===== config.mk =====
export PLATFORM = sky130hd
export DESIGN_NAME = mode_counter
export DESIGN_NICKNAME = d
export VERILOG_FILES = /design/src/rtl/counter_pkg.sv /design/src/rtl/mode_counter.sv
export SDC_FILE = /design/constraint.sdc
export NUM_CORES = 1
export LEC_CHECK = 0
export BUFFER_PORTS_ARGS = -buffer_cell sky130_fd_sc_hd__buf_4
export CAP_MARGIN = 30
export CORE_MARGIN = 8
export CORE_UTILIZATION = 45
export CTS_CLUSTER_SIZE = 14
export DETAILED_ROUTE_END_ITERATION = 12
export PLACE_DENSITY = 0.78
export SLEW_MARGIN = 20
export SYNTH_ARGS = -nofsm -noshare
export SYNTH_HDL_FRONTEND = slang
export SYNTH_SLANG_ARGS = --single-unit

===== constraint.sdc =====
create_clock -name clk -period 1.9 [get_ports clk]
set_input_delay 0.285 -clock clk [delete_from_list [all_inputs] [get_ports clk]]
set_output_delay 0.285 -clock clk [all_outputs]
set_load 0.05 [all_outputs]

===== src/rtl/counter_pkg.sv =====
// rtl/counter_pkg.sv - shared state encodings and control constants for counter variants
package counter_pkg;

   typedef enum logic [1:0] {
      ST_IDLE = 2'd0,
      ST_RUN  = 2'd1,
      ST_DONE = 2'd2
   } state_t;

   localparam logic DIR_UP       = 1'b0;
   localparam logic DIR_DN       = 1'b1;
   localparam logic MODE_WRAP    = 1'b0;
   localparam logic MODE_ONESHOT = 1'b1;

endpackage


===== src/rtl/mode_counter.sv =====
// rtl/mode_counter.sv - programmable up/down counter with start/stop, load, limit and wrap/one-shot modes
module mode_counter
   import counter_pkg::*;
#(
   parameter int                WIDTH   = 4,
   parameter logic [WIDTH-1:0]  RST_VAL = '0
) (
   input  logic             clk,
   input  logic             reset,
   input  logic             en,
   input  logic             start,
   input  logic             stop,
   input  logic             load,
   input  logic [WIDTH-1:0] load_val,
   input  logic             dir,
   input  logic [WIDTH-1:0] limit,
   input  logic             mode,
   output logic [WIDTH-1:0] c,
   output logic             tc,
   output logic             busy,
   output logic             done
);

   state_t           r_state;
   logic [WIDTH-1:0] r_c;
   logic             r_tc;
   logic             w_term;

   assign w_term = (dir == DIR_DN) ? (r_c == '0) : (r_c == limit);

   always_ff @(posedge clk or negedge reset) begin
      if (!reset) begin
         r_state <= ST_IDLE;
         r_c     <= RST_VAL;
         r_tc    <= 1'b0;
      end else begin
         r_tc <= 1'b0;
         if (load) begin
            // load owns the counter value; a simultaneous stop still leaves RUN
            r_c <= load_val;
            if ((r_state == ST_DONE) || (stop && (r_state == ST_RUN)))
               r_state <= ST_IDLE;
         end else if (stop && (r_state == ST_RUN)) begin
            r_state <= ST_IDLE;
         end else if (start && (r_state != ST_RUN)) begin
            r_state <= ST_RUN;
         end else if ((r_state == ST_RUN) && en) begin
            if (w_term) begin
               r_tc <= 1'b1;
               if (mode == MODE_ONESHOT)
                  r_state <= ST_DONE;
               else
                  r_c <= (dir == DIR_DN) ? limit : '0;
            end else begin
               r_c <= (dir == DIR_DN) ? (r_c - WIDTH'(1)) : (r_c + WIDTH'(1));
            end
         end
      end
   end

   assign c    = r_c;
   assign tc   = r_tc;
   assign busy = (r_state == ST_RUN);
   assign done = (r_state == ST_DONE);

endmodule

==> qor.yml <==
outcome: "complete, no violations"
power.density_nw_per_um2: 818
crit_buf_inv: 0
slew_violations: 0
drive_gt1_share_pct: 41.8
worstPathArrival_ps: 1970
crit_family: "simple AND/OR/NAND/NOR gates"
synthesis.nets: 87
viasPerCell: 5.53
io_pins: 23
ant_nets: 0
seq_area_um2: 180
ys_async_sr_fraction_pct: 100
h-tree-depth: 1
slew_headroom_pct: 80.9
synthCells: 68
synth_flop_cell: "dfrtp_1"
rows: 13
hp-start: "load_val[2]"
hold_depth: 3
grt_use_total_pct: 12.5
clock_latency_ps: 250
critical-path-slowest-cell: "or4b_4"
leakage_nw: 0.413
ys_types: 36
startpoint_type: "flip-flop"
dieArea_um2: 2790
vias: 625
multi_input_area_um2: 435
path_class: "flip-flop to flip-flop"
core_um2: 1280
grt_start_max_net_pins: 16
endpoint_kind: "flip-flop"
fin_nets: 118
critical_path.cell_chain: "or4b_4 > nor2_4 > a221o_2 > nor4_2 > a221o_1"
grt_first_pass_wirelength_um: 2740
io_buffers: 22
min_to: "c[2]"
antenna_found_initial: 0
period_needed_ps: 1840
ys_ff_latch: 7
worst_slew_pin_slew_ps: 282
critPathMaxStageDelay_ps: 560
synth_warnings: 0
placed_cells: 107
routabilityCongestion: 0.840
hold_violations: 0
area_growth_pct: 45.2
whs_ps: 247
antenna_cells: 0
crit_required_ps: 2030
crit_fanout: 7
finalCritPeriodShare_pct: 97.0
cts_buffers: 3
root_buffer: "clkbuf_4"
syn_avg_cell_area_um2: 8.96
cts-root-to-sink-buffers: 2
totalPowerFinal_mw: 0.723
max_cap_viol_count: 0
cts_tree: "built"
hpwl_um: 1270
drt_iter0_drc: 25
finClkSkew_ps: 0.164
wl_per_cell_um: 14.4
rr_endpoint: "c[0]"
fin_cells: 113
hp-class: "input pin to flip-flop"
synth-seq-area-share_pct: 28.7
r2r_slack_ps: 60
rsz0062_at_grt: "true"
synth-edff-count: 0
wl_um: 1630
drc_errors: 0
setup_viol: 0
ir_drop_mv: 0.429
die_x_um: 52.8
synth_area_um2: 609
fmax_mhz: 542
r2r_cells: 5
die_h_um: 52.8
start_util_pct: 47.4
num-fill-cells: 96
drt_pass1_iterations: 4
grt_pass1_vias: 633
grt_overflow: 0
clk_pin_slew_worst_paths_ps: 50
clkSinkCount: 7
r2r-start: "c[2]"
[stage by stage]
stage	util (%)	instance area, um^2	setup slack, ps	setup TNS [ps]
2_1_floorplan	-	614	-36.3	-36.3
3_3_place_gp	63.6	817	-17.0	-17.0
3_5_place_dp	63.6	817	-30.7	-30.7
4_1_cts	66.9	860	-7.02	-7.02
5_1_grt	68.8	885	2.49	0
6_report	68.8	885	56.6	0
[area by class of cell]
type	instances	share of cell area, %
tap	15	2.12
clock buffer	4	2.97
timing repair buffer	27	23.2
inverter	5	2.12
sequential	7	20.4
multi-input combinational	55	49.2
[registers in the layout, summed over array words and instances, names as in the netlist]
signal / count
r_state: 2
c: 4
tc: 1
[synthesized netlist by cell type, drive strengths merged, types with 2 or more instances]
library cell  instances  area (um^2)
o21ai                 3         15.0
a21oi                 3         15.0
a221o                 2         21.3
xor2                  2         17.5
nor3                  2         10.0
xnor2                 5         43.8
nor2                  5         21.3
dfrtp                 7          175
ha                    2         25.0
nand2                 4         15.0
nand2b                3         26.3
and4                  2         18.8
and2                  3         18.8
a221oi                2         17.5
nor2b                 3         18.8
inv                   5         18.8
a211oi                2         15.0
[placed cells by master, fill, tap and decap left out, types with 3 or more instances in the layout]
| cell | instances |
|---|---|
| a21oi_1 | 3 |
| dfrtp_2 | 4 |
| dfrtp_1 | 3 |
| inv_1 | 5 |
| xnor2_1 | 5 |
| clkbuf_4 | 3 |
| nor2b_1 | 3 |
| buf_4 | 26 |
| nor2_1 | 4 |
| nand2_1 | 4 |
[metal layers]
layer	global-route usage [%]	wire, um
met1	15.4	767
met2	20.3	782
met3	2.56	63
met4	5.17	14
met5	0	0
[worst max path at each step]
stage / from / end / slack (ps) / cells after the start
4_1_cts: c[0] / c[0] / -7 / 5
3_5_place_dp: c[0] / c[2] / -30 / 6
6_report: c[2] / c[0] / 60 / 5
5_1_grt: c[2] / c[0] / 2 / 5
2_1_floorplan: c[0] / c[0] / -40 / 5
3_3_place_gp: c[0] / c[2] / -20 / 6
[worst reg2reg max path, delay by kind of cell, from the launching register on]
| kind | cells | cell delay [ps] |
|---|---|---|
| AOI/OAI and AO/OA | 2 | 520 |
| DFF | 1 | 440 |
| and+or+nand+nor | 3 | 760 |
[repair_timing]
item                       CTS  global route
pin swaps                    0             1
gates resized for setup      1             3
setup endpoints to repair    1             3
hold endpoints to repair     7             0
hold buffers                 1             0
buffers inserted             0             1
[power breakdown]
group	leakage (nW)	total, mW	switching, mW	internal, mW
logic	0.314	0.381	0.220	0.162
registers	0.0837	0.208	0.0327	0.176
clock network	0.0150	0.134	0.0535	0.0801
total	0.413	0.723	0.306	0.417
[cell families after synthesis]
family                   synth area share (%)
buffers and inverters                    3.70
XOR/XNOR                                 10.1
flip-flops                               28.7
multiplexers                             1.64
adder cells (fa/ha/maj)                  7.39
AO/OA/AOI/OAI                            21.6
AND/OR/NAND/NOR                          26.9
Power figures use the tool's default switching activity.
